--- src/rtl/icache_assoc.sv ---
// icache_assoc: 1- or 2-way set-associative instruction cache with true-LRU
// replacement, flush, and a single outstanding line fill.
//   clk_i, rsn_i               clock, asynchronous active-low reset
//   req_i, addr_i              fetch request and byte address
//   flush_i                    invalidate all lines, abort an outstanding miss
//   data_o, hit_o, miss_o      combinational lookup result for addr_i
//   rqst_to_mem_o              one-cycle line-fill request pulse
//   addr_to_mem_o              line-aligned miss address, held while waiting
//   mem_data_ready_i           fill response valid
//   mem_data_i, mem_addr_i     fill line data and its address
module icache_assoc #(
  parameter int ADDR_W = 20,
  parameter int LINE_W = 128,
  parameter int WORD_W = 32,
  parameter int SETS   = 4,
  parameter int WAYS   = 2
) (
  input  logic              clk_i,
  input  logic              rsn_i,
  input  logic              req_i,
  input  logic [ADDR_W-1:0] addr_i,
  input  logic              flush_i,
  output logic [WORD_W-1:0] data_o,
  output logic              hit_o,
  output logic              miss_o,
  output logic              rqst_to_mem_o,
  output logic [ADDR_W-1:0] addr_to_mem_o,
  input  logic              mem_data_ready_i,
  input  logic [LINE_W-1:0] mem_data_i,
  input  logic [ADDR_W-1:0] mem_addr_i
);
  localparam int OFF_W  = $clog2(LINE_W / 8);
  localparam int IDX_W  = $clog2(SETS);
  localparam int TAG_W  = ADDR_W - OFF_W - IDX_W;
  localparam int BOFF_W = $clog2(WORD_W / 8);
  localparam int WSEL_W = OFF_W - BOFF_W;

  typedef enum logic {IDLE, WAIT} state_t;

  state_t             state_q;
  logic [SETS-1:0]    valid_q [WAYS];
  logic [SETS-1:0]    lru_q;
  logic [TAG_W-1:0]   tag_q   [WAYS][SETS];
  logic [LINE_W-1:0]  data_q  [WAYS][SETS];
  logic               victim_q;

  logic [IDX_W-1:0]   idx;
  logic [TAG_W-1:0]   tag;
  logic [LINE_W-1:0]  hit_line;
  logic               hit_way;
  logic               victim;
  logic [IDX_W-1:0]   fill_idx;
  logic [TAG_W-1:0]   fill_tag;
  logic               fill_hit;
  logic               fill_en;

  assign idx      = addr_i[OFF_W +: IDX_W];
  assign tag      = addr_i[ADDR_W-1 -: TAG_W];
  assign fill_idx = addr_to_mem_o[OFF_W +: IDX_W];
  assign fill_tag = addr_to_mem_o[ADDR_W-1 -: TAG_W];
  assign fill_hit = (state_q == WAIT) && mem_data_ready_i &&
                    (mem_addr_i[ADDR_W-1:OFF_W] == addr_to_mem_o[ADDR_W-1:OFF_W]);
  assign fill_en  = fill_hit && !flush_i;

  logic unused_ok;
  assign unused_ok = ^{mem_addr_i[OFF_W-1:0], addr_i[BOFF_W-1:0]};

  always_comb begin
    hit_o    = 1'b0;
    hit_way  = 1'b0;
    hit_line = '0;
    for (int unsigned w = 0; w < WAYS; w++) begin
      if (req_i && valid_q[w][idx] && (tag_q[w][idx] == tag)) begin
        hit_o    = 1'b1;
        hit_way  = w[0];
        hit_line = data_q[w][idx];
      end
    end
  end

  assign miss_o = req_i && !hit_o;

  generate
    if (WSEL_W > 0) begin : g_wsel
      logic [WSEL_W-1:0] word_sel;
      assign word_sel = addr_i[OFF_W-1:BOFF_W];
      assign data_o   = WORD_W'(hit_line >> (WORD_W * word_sel));
    end else begin : g_wsel_none
      assign data_o = hit_line[WORD_W-1:0];
    end

    if (WAYS == 2) begin : g_victim2
      // First invalid way wins (way 0 first); otherwise the LRU way.
      always_comb begin
        if (!valid_q[0][idx])      victim = 1'b0;
        else if (!valid_q[1][idx]) victim = 1'b1;
        else                       victim = lru_q[idx];
      end
    end else begin : g_victim1
      assign victim = 1'b0;
    end
  endgenerate

  always_ff @(posedge clk_i or negedge rsn_i) begin
    if (!rsn_i) begin
      state_q       <= IDLE;
      for (int unsigned w = 0; w < WAYS; w++) valid_q[w] <= '0;
      lru_q         <= '0;
      victim_q      <= 1'b0;
      rqst_to_mem_o <= 1'b0;
      addr_to_mem_o <= '0;
    end else if (flush_i) begin
      state_q       <= IDLE;
      for (int unsigned w = 0; w < WAYS; w++) valid_q[w] <= '0;
      lru_q         <= '0;
      rqst_to_mem_o <= 1'b0;
    end else begin
      rqst_to_mem_o <= 1'b0;
      case (state_q)
        IDLE: begin
          if (miss_o) begin
            state_q       <= WAIT;
            rqst_to_mem_o <= 1'b1;
            addr_to_mem_o <= {addr_i[ADDR_W-1:OFF_W], {OFF_W{1'b0}}};
            victim_q      <= victim;
          end else if (hit_o && (WAYS == 2)) begin
            lru_q[idx] <= ~hit_way;
          end
        end
        WAIT: begin
          if (fill_hit) begin
            valid_q[victim_q][fill_idx] <= 1'b1;
            if (WAYS == 2) lru_q[fill_idx] <= ~victim_q;
            state_q <= IDLE;
          end
        end
        default: state_q <= IDLE;
      endcase
    end
  end

  // Tag/data arrays carry no reset; only valid bits qualify their contents.
  always_ff @(posedge clk_i) begin
    if (fill_en) begin
      tag_q[victim_q][fill_idx]  <= fill_tag;
      data_q[victim_q][fill_idx] <= mem_data_i;
    end
  end

endmodule

--- config.mk ---
export PLATFORM = sky130hd
export DESIGN_NAME = icache_assoc
export DESIGN_NICKNAME = d
export VERILOG_FILES = /design/src/rtl/icache_assoc.sv
export SDC_FILE = /design/constraint.sdc
export NUM_CORES = 1
export LEC_CHECK = 0
export BUFFER_PORTS_ARGS = -buffer_cell sky130_fd_sc_hd__buf_2
export CELL_PAD_IN_SITES_DETAIL_PLACEMENT = 1
export CELL_PAD_IN_SITES_GLOBAL_PLACEMENT = 2
export CORE_ASPECT_RATIO = 2
export CORE_MARGIN = 3
export CORE_UTILIZATION = 48
export DETAILED_ROUTE_END_ITERATION = 16
export GPL_TIMING_DRIVEN = 0
export PLACE_DENSITY = 0.79
export RECOVER_POWER = 50
export SETUP_SLACK_MARGIN = 0.05
export SYNTH_ARGS = -nofsm -noshare
export SYNTH_HDL_FRONTEND = slang
export SYNTH_SLANG_ARGS = --single-unit
--- constraint.sdc ---
create_clock -name clk_i -period 15.2 [get_ports clk_i]
set_input_delay 1.52 -clock clk_i [delete_from_list [all_inputs] [get_ports clk_i]]
set_output_delay 1.52 -clock clk_i [all_outputs]
set_load 0.02 [all_outputs]
* Yosys cells after proc, flatten, opt, wreduce, memory -nomap -nowiden
Memories as Yosys holds them, arrays and structs flattened. Index checks and enable logic that the tools add are counted.
Word-level totals: flip-flop bits (word level) 31, memory bits (writable) 1136, output and inout port bits 55, bits of input ports 173, memories 2
Cells by class: equality and inequality tests 6, reduce and logical (&&, ||, !) cells 19, bitwise gates (word level) 8, shifts and indexed selects 1, $lt $le $gt $ge 9, muxes and demuxes 54
Memories:
- data_q | words 2, width 512, read ports 2, clocked after Yosys merged registers in 0, wr ports 1, line 44 | logic [LINE_W-1:0] data_q [WAYS][SETS];
- tag_q | words 2, width 56, read ports 2, clocked after Yosys merged registers in 0, wr ports 1, line 43 | logic [TAG_W-1:0] tag_q [WAYS][SETS];
Operators with widths (count):
- 128-bit two-way mux | 7
- 128-bit binary-select mux with 2-bit select | 2
- 512-bit two-way mux | 1
- 128-bit demux with 2-bit select | 1
- 128-bit by 7-bit >> shifter with 32-bit output | 1
- 14-bit two-way mux | 5
- 14-bit binary-select mux with 2-bit select | 2
- 56-bit two-way mux | 1
- 14-bit demux with 2-bit select | 1
- 14-bit == test | 2
- 8-bit two-way mux | 3
- 4-bit two-way mux | 5
- 16-bit == test | 1
- 1-bit two-way mux | 16
- 1-bit logical AND | 12
- 4-bit bitwise mux | 2
- 8-bit bitwise OR | 1
- 4-bit one-hot mux with 2 select lines | 1
- 1-bit binary-select mux with 2-bit select | 3
- 3-bit >= comparator (second input constant) | 2
- 2-bit by 3-bit less-than comparator with 1-bit output (second input constant) | 2
- 3-bit inequality test (second input constant) | 2
- 2-bit inverter with 3-bit output | 2
- 3-bit AND reduction | 2
- 13 further kinds | 20

* Longest topological paths before layout
Gate-level depths: netlist of the first run.
depth in word-level cells 13, depth in mapped cells 13

* Worst setup path after synthesis of the first run
Ideal clock, no wire load.
kind input -> register, from input mem_addr_i[5], to memory data_q[0][384] (netlist name), enable pin, arrival time 12033 ps, slack 2350 ps, data required time 14383 ps, path buffers 0, stages on the path 6, path through xnor2_1 > nand4_1 > nor3_1 > nand3_1 > or3_1 > nor3_1
On the way: longest elaborated chain between the ends 5
RTL lines:
- from (decl) | line 30 | input logic [ADDR_W-1:0] mem_addr_i
- 16-bit == test | line 62 | (mem_addr_i[ADDR_W-1:OFF_W] == addr_to_mem_o[ADDR_W-1:OFF_W]);
- 1-bit logical AND | line 61 | assign fill_hit = (state_q == WAIT) && mem_data_ready_i &&
- 1-bit logical AND | line 63 | assign fill_en = fill_hit && !flush_i;
- 1-bit two-way mux | line 144 | if (fill_en) begin
- 512-bit two-way mux (not written as such) | line 146 | data_q[victim_q][fill_idx] <= mem_data_i;
- to (decl) | line 44
Every way passes these cells.

* Final worst setup path of the first run
from input addr_i[5], to output data_o[9]
On the way: longest elaborated chain between the ends 9
RTL lines:
- from (decl) | line 21 | input logic [ADDR_W-1:0] addr_i,
- 2-bit inverter with 3-bit output (not written as such) | line 73, 76
- 14-bit binary-select mux with 2-bit select | line 73 | if (req_i && valid_q[w][idx] && (tag_q[w][idx] == tag)) begin
- 14-bit two-way mux (not written as such) (2 in a row) | line 73
- 14-bit == test | line 73
- 1-bit logical AND | line 73
- 128-bit two-way mux | line 73
- 128-bit two-way mux (*) | line 73
- 128-bit by 7-bit >> shifter with 32-bit output (*) | line 87 | assign data_o = WORD_W'(hit_line >> (WORD_W * word_sel));
- to (decl) | line 23 | output logic [WORD_W-1:0] data_o,
Mark *: on every way between the ends. The rest lies on a longest branch, timed or not. The select of a mux whose other input is x is not followed.

==> impl_results.md, run 1 <==
* Max-slew violation count at 32
* Final Skew at 32.36 ps
* Crit path depth at 11
* Power per Cell Area at 122.5 nW/um^2
* Slowest CP cell: a211oi_1
* Final nets at 2673
* FF+latch count, synth at 1167
* Vias per cell at 6.288
* Worst-skew pair later-pin latency at 710 ps
* Sequential share of the synthesized area at 76.63%
* Synth Area per Inst at 21.66 um^2
* Max_slew headroom at -35.25%
* Reg2Reg Setup Slack at 11010 ps
* Max cap viols at 3
* Hold Vio Cnt, Final at 0
* Antenna viol nets, final at 0
* Wire per inst at 35.73 um
* Clock tree sinks at 1167
* Ys flop type: edfxtp_1
* Pin count of the biggest net entering global routing at 32
* Leakage at 16.35 nW
* Psw at 1.380 mW
* Crit. End Element: output port
* Synth-to-Final Area Change at 15.57%
* I/O pins at 228
* Status: finished with violations
* Die Y-Extent at 441.6 um
* Post-CTS sizing at 0
* Critical path's largest stage delay at 1210 ps
* Worst path top cell family by delay: buffers and inverters
* FFs w/ async S/R, synth at 2.656%
* Int Pwr at 5.068 mW
* Sequential share of power at 55.4%
* Congestion Overflow GR at 0
* Dpl hpwl at 95.24 mm
* Ys Warns at 0
* Crit-path max FO at 10
* CTS H-Tree Depth at 3
* Violations in the final reports: max-capacitance violations, max-slew violations
* TritonCTS clock tree: yes
* Startpoint Class: input pin
* Clk pwr share at 39.8%
* Peak Freq at 122.1 MHz
* # hold bufs at CTS at 0
* Num rows at 159
* Vias at 23977
* GP Congestion at 0.8159
* Max Root-Sink Buffers at 3
* Total Wirelength at 136.2 mm
* Core box area at 93900 um^2
* RSZ-0062 raised after global routing: no
* Peak VDD IR at 0.09370 mV
* Worst-path clk slew at 60 ps
* CP required at 13680 ps
* Commonest non-fill, non-tap cell in the layout: edfxtp_1
* First-pass GRT wire length at 191.9 mm
* Gate Count Post-Synth at 2102
* Die area at 98810 um^2
* Setup bufs post-CTS at 0
* Final Cycle Share at 53.87%
* Yosys cell types at 52
* Number of global-route vias before repair at 25505
* CTS Buf Count at 96
* Synthesized area at 45530 um^2
* Final min period at 8188 ps
* Pre-Repair DR Iteration Count at 6
* Post-placement cell area at 49530 um^2
* Logic pwr share at 4.8%
* Critical path, cell by cell: buf_2 -> buf_4 -> buf_4 -> buf_4 -> buf_2 -> buf_1 -> clkbuf_1 -> mux4_2 -> a211oi_1 -> nor4_1 -> buf_2
* Sw Share at 21.40%
* EDFF count, synth at 1136
* DRC viols at 0
* Final Non-Filler Cells at 3813
* Placed cell count at 3609
* Min-Delay Path Depth at 2
* All-layer global routing usage at 27.81%
* Layout cells sized above 1 at 26.10%
* CP bufs+invs at 8
* Final Cell Area at 52620 um^2
* Arrival @ worst endpoint at 6670 ps
* 1st-iter DRT viols at 2855
* HP Class: reg -> reg
* Setup violations, final at 0
* Worst Tran Pin Value at 2029 ps
* Fillers at 8200
* Setup TNS at 0 ps
* Clock Root Buffer: clkbuf_16
* R2R cell count at 12
* Commonest cells after routing, fill and taps aside: edfxtp_1, mux4_2, clkbuf_1
* Initial antenna violation count at 28
* Port Buffers at 216
* Die X at 223.8 um
* Crit Path Class: in -> out
* Initial Util at 48.49%
## power groups by stage
stage | registers [mW] | logic, mW | clock network (mW)
final | 3.57 | 0.312 | 2.56
after global routing | 3.57 | 0.332 | 2.72
after CTS | 3.57 | 0.322 | 2.61
after detailed placement | 3.64 | 0.321 | 0
after global placement | 3.64 | 0.304 | 0
after floorplan | 3.64 | 0.157 | 0
## per-layer routing
layer,vias to the layer above,GRT usage (%),wire (um)
met1,12793,32.72,47150
met4,12,18.18,10340
met5,-,0,70
met3,283,5.309,9519
li1,9802,-,-
met2,1087,46.98,69140
## layout make-up
cell class,count,area (um^2),area share (%)
Sequential cell,1167,34890,66.31
Multi-Input combinational cell,788,9965,18.94
Clock buffer,110,2497,4.746
Timing Repair Buffer,297,2217,4.214
Tap cell,1207,1510,2.870
Buffer,143,735.7,1.398
Clock inverter,70,718.2,1.365
Antenna cell,24,60.06,0.1141
Inverter,7,26.28,0.04994
## Yosys cell counts, drive strengths merged, types with 32 or more instances
cell type	n	share of area (%)
mux4	279	14
nor4	35	0.49
buf	72	1.0
edfxtp	1136	75
clkbuf	71	0.59
o21ai	35	0.38
a211oi	32	0.53
xnor2	34	0.65
o31ai	64	1.1
or4	65	1.1
a21boi	32	0.53
nor2	54	0.46
o311ai	33	0.63
## cells by family after synthesis
| logic type | synth area share (%) |
|---|---|
| AO/OA/AOI/OAI | 3.570 |
| AND/OR/NAND/NOR | 2.586 |
| buffers and inverters | 1.674 |
| other | 0.008237 |
| multiplexers | 14.67 |
| flip-flops | 76.63 |
| XOR/XNOR | 0.8657 |
## through the flow
| step | utilization, % | hold WS [ps] | setup WS [ps] | power (mW) |
|---|---|---|---|---|
| finish | 56.04 | 513.5 | 7012 | 6.448 |
| global route | 55.99 | 536.4 | 6926 | 6.627 |
| CTS | 56.17 | 515.3 | 6970 | 6.500 |
| detailed placement | 52.74 | 499.5 | 6994 | 3.964 |
| global placement | 51.26 | 480.1 | -9157 | 3.943 |
| floorplan | - | 457.3 | 2350 | 3.802 |
## tightest hold or removal path: cells and delay by family, from the launching register on
kind / cells / cell delay (ps)
AO/OA/AOI/OAI: 1 / 50
flip-flops: 1 / 350
AND/OR/NAND/NOR: 1 / 80
## sequential cells by signal (all words and copies together), names as in the netlist
| signal | count |
|---|---|
| victim_q | 1 |
| addr_to_mem_o | 16 |
| tag_q | 112 |
| state_q | 1 |
| rqst_to_mem_o | 1 |
| data_q | 1024 |
| valid_q | 8 |
| lru_q | 4 |
## path summary, 6_finish.rpt
path | end | start
max | data_o[9] | addr_i[5]
min | valid_q[5] | valid_q[5]
max reg2reg | data_q[0][466] | addr_to_mem_o[9]
min reg2reg | valid_q[5] | valid_q[5]
max in group asynchronous | addr_to_mem_o[8] | rsn_i
min in group asynchronous | addr_to_mem_o[11] | rsn_i
(Power assumes the default switching activity.)
==> run 2: changes to the inputs <==
==> constraint.sdc (replaced) <==
create_clock -name clk_i -period 8.4 [get_ports clk_i]
set_input_delay 0.84 -clock clk_i [delete_from_list [all_inputs] [get_ports clk_i]]
set_output_delay 0.84 -clock clk_i [all_outputs]
set_load 0.02 [all_outputs]
==> impl_results.md, run 2 (synthesis results as in run 1) <==
* Multi-input gate area at 10000 um^2 (was 9965 um^2)
* Critical path's largest stage delay at 1180 ps (was 1210 ps)
* Final worst setup slack at 1461 ps (was 7012 ps)
* Post-placement cell area at 49750 um^2 (was 49530 um^2)
* Max Root-Sink Buffers at 3 (unchanged)
* Register Area at 34890 um^2 (unchanged)
* Final Skew at 27.33 ps (was 32.36 ps)
* # hold bufs at CTS at 0 (unchanged)
* Layout cells sized above 1 at 25.60% (was 26.10%)
* Crit. End Element: output port (unchanged)
* Post-CTS sizing at 0 (unchanged)
* Synth-to-Final Area Change at 16.08% (was 15.57%)
* Clock tree sinks at 1167 (unchanged)
* Total Wirelength at 136.0 mm (was 136.2 mm)
* CTS Buf Count at 98 (was 96)
* Vias at 23961 (was 23977)
* Crit-path max FO at 10 (unchanged)
* Clock Root Buffer: clkbuf_16 (unchanged)
* Max cap viols at 3 (unchanged)
* I/O pins at 228 (unchanged)
* CP required at 7560 ps (was 13680 ps)
* Reg2Reg Setup Slack at 4160 ps (was 11010 ps)
* Initial antenna violation count at 39 (was 28)
* FF-to-FF Start: tag_q[1][44] (was addr_to_mem_o[9])
* Leakage at 16.39 nW (was 16.35 nW)
* Port Buffers at 216 (unchanged)
* Core box area at 93900 um^2 (unchanged)
* CTS H-Tree Depth at 3 (unchanged)
* Commonest cells after routing, fill and taps aside: edfxtp_1, mux4_2, clkbuf_1 (unchanged)
* Congestion Overflow GR at 0 (unchanged)
* Violations in the final reports: max-capacitance violations, max-slew violations (unchanged)
* Die area at 98810 um^2 (unchanged)
* Max_slew headroom at -36.25% (was -35.25%)
* Max reg flops at 1024 (unchanged)
* Num rows at 159 (unchanged)
* Initial Util at 48.49% (unchanged)
* Hold Vio Cnt, Final at 0 (unchanged)
* Crit Path Class: in -> out (unchanged)
* Die Y-Extent at 441.6 um (unchanged)
* Pin count of the biggest net entering global routing at 32 (unchanged)
* Worst reg2reg path endpoint: lru_q[2] (was data_q[0][466])
* Commonest non-fill, non-tap cell in the layout: edfxtp_1 (unchanged)
* Largest registers: data_q x1024, tag_q x112, addr_to_mem_o x16 (unchanged)
* Peak Freq at 144.1 MHz
* Largest Register: data_q (unchanged)
* Fillers at 8136 (was 8200)
* Max-slew violation count at 36 (was 32)
* Status: finished with violations (unchanged)
* DRC viols at 0 (unchanged)
* Arrival @ worst endpoint at 6100 ps (was 6670 ps)
* Final Cycle Share at 82.61%
* Setup bufs post-CTS at 0 (unchanged)
* Dpl hpwl at 95.40 mm (was 95.24 mm)
* 1st-iter DRT viols at 2688 (was 2855)
* Peak VDD IR at 0.1758 mV (was 0.09370 mV)
* Worst hold start: flush_i (was valid_q[5])
* Startpoint Class: input pin (unchanged)
* WHS Endpoint: lru_q[3] (was valid_q[5])
* R2R cell count at 8 (was 12)
* Slowest CP cell: a211oi_1 (unchanged)
* Min-Delay Path Depth at 2 (unchanged)
* Setup violations, final at 0 (unchanged)
* Worst-skew pair later-pin latency at 720 ps (was 710 ps)
* Vias per cell at 6.312 (was 6.288)
* HP Class: in -> reg (was reg -> reg)
* Number of global-route vias before repair at 25437 (was 25505)
* Worst Tran Pin Value at 2044 ps (was 2029 ps)
* RSZ-0062 raised after global routing: no (unchanged)
* Final min period at 6939 ps
* Power per Cell Area at 221.6 nW/um^2 (was 122.5 nW/um^2)
* Wire per inst at 35.83 um (was 35.73 um)
* Pre-Repair DR Iteration Count at 5 (was 6)
* Die X at 223.8 um (unchanged)
* TritonCTS clock tree: yes (unchanged)
* Worst-path clk slew at 70 ps (was 60 ps)
* Antenna viol nets, final at 0 (unchanged)
* Critical path, cell by cell: buf_2 -> buf_4 -> buf_4 -> buf_4 -> buf_2 -> buf_1 -> clkbuf_1 -> mux4_2 -> a211oi_1 -> nor4_1 -> buf_2 (unchanged)
* Post-place setup slack at 1511 ps (was 6994 ps)
* Final nets at 2662 (was 2673)
* All-layer global routing usage at 27.86% (was 27.81%)
* Final Cell Area at 52850 um^2 (was 52620 um^2)
* GP Congestion at 0.8181 (was 0.8159)
* First-pass GRT wire length at 191.6 mm (was 191.9 mm)
[run 2: layout make-up]
class	instances	area share, %
clock buffers	122	4.929
inverters	7	0.04972
flip-flops and latches	1167	66.01
repair buffers	284	4.550
well taps	1207	2.857
plain buffers	143	1.392
clock inverters	59	1.193
multi-input cells	788	18.93
diodes	19	0.08996
[run 2: how the worst max path moves through the flow]
| stage | endpoint | cells after the start | startpoint |
|---|---|---|---|
| detailed placement | data_o[25] | 11 | addr_i[4] |
| global placement | data_q[0][85] | 7 | mem_addr_i[5] |
| CTS | data_o[25] | 11 | addr_i[4] |
| finish | data_o[9] | 11 | addr_i[5] |
| global route | data_o[25] | 11 | addr_i[4] |
| floorplan | data_q[0][0] | 6 | mem_addr_i[5] |
[run 2: worst max-delay path: cells and delay by family]
family	cells	cell delay [ps]
muxes	1	410
and+or+nand+nor	1	310
buffers and inverters	8	3320
AOI/OAI and AO/OA	1	1180
[run 2: metrics by stage]
stage                     hold slack, ps  power, mW  std cells  setup TNS [ps]  util, %
after global routing               406.2      12.03       3778               0    56.24
final                              428.9      11.71       3796               0    56.28
after CTS                          226.3      11.79       3777               0    56.43
after detailed placement           521.8      7.173       3596               0    52.98
after floorplan                    457.3      6.880       2105               0        -
after global placement             476.9      7.137       3528        -7887500    51.27
[run 2: per-layer routing]
layer | track usage, % | vias to the layer above | wire length (um)
li1 | - | 9759 | -
met1 | 32.15 | 12713 | 45940
met2 | 47.50 | 1151 | 69510
met3 | 6.284 | 300 | 10490
met4 | 17.12 | 38 | 9811
met5 | 0 | - | 269
[run 2: power by group]
group	switching (mW)	leakage [nW]	internal, mW
Combinational	0.358	4.22	0.206
Sequential	0.0475	10.6	6.42
Clock	2.10	1.57	2.58
Total	2.51	16.4	9.20
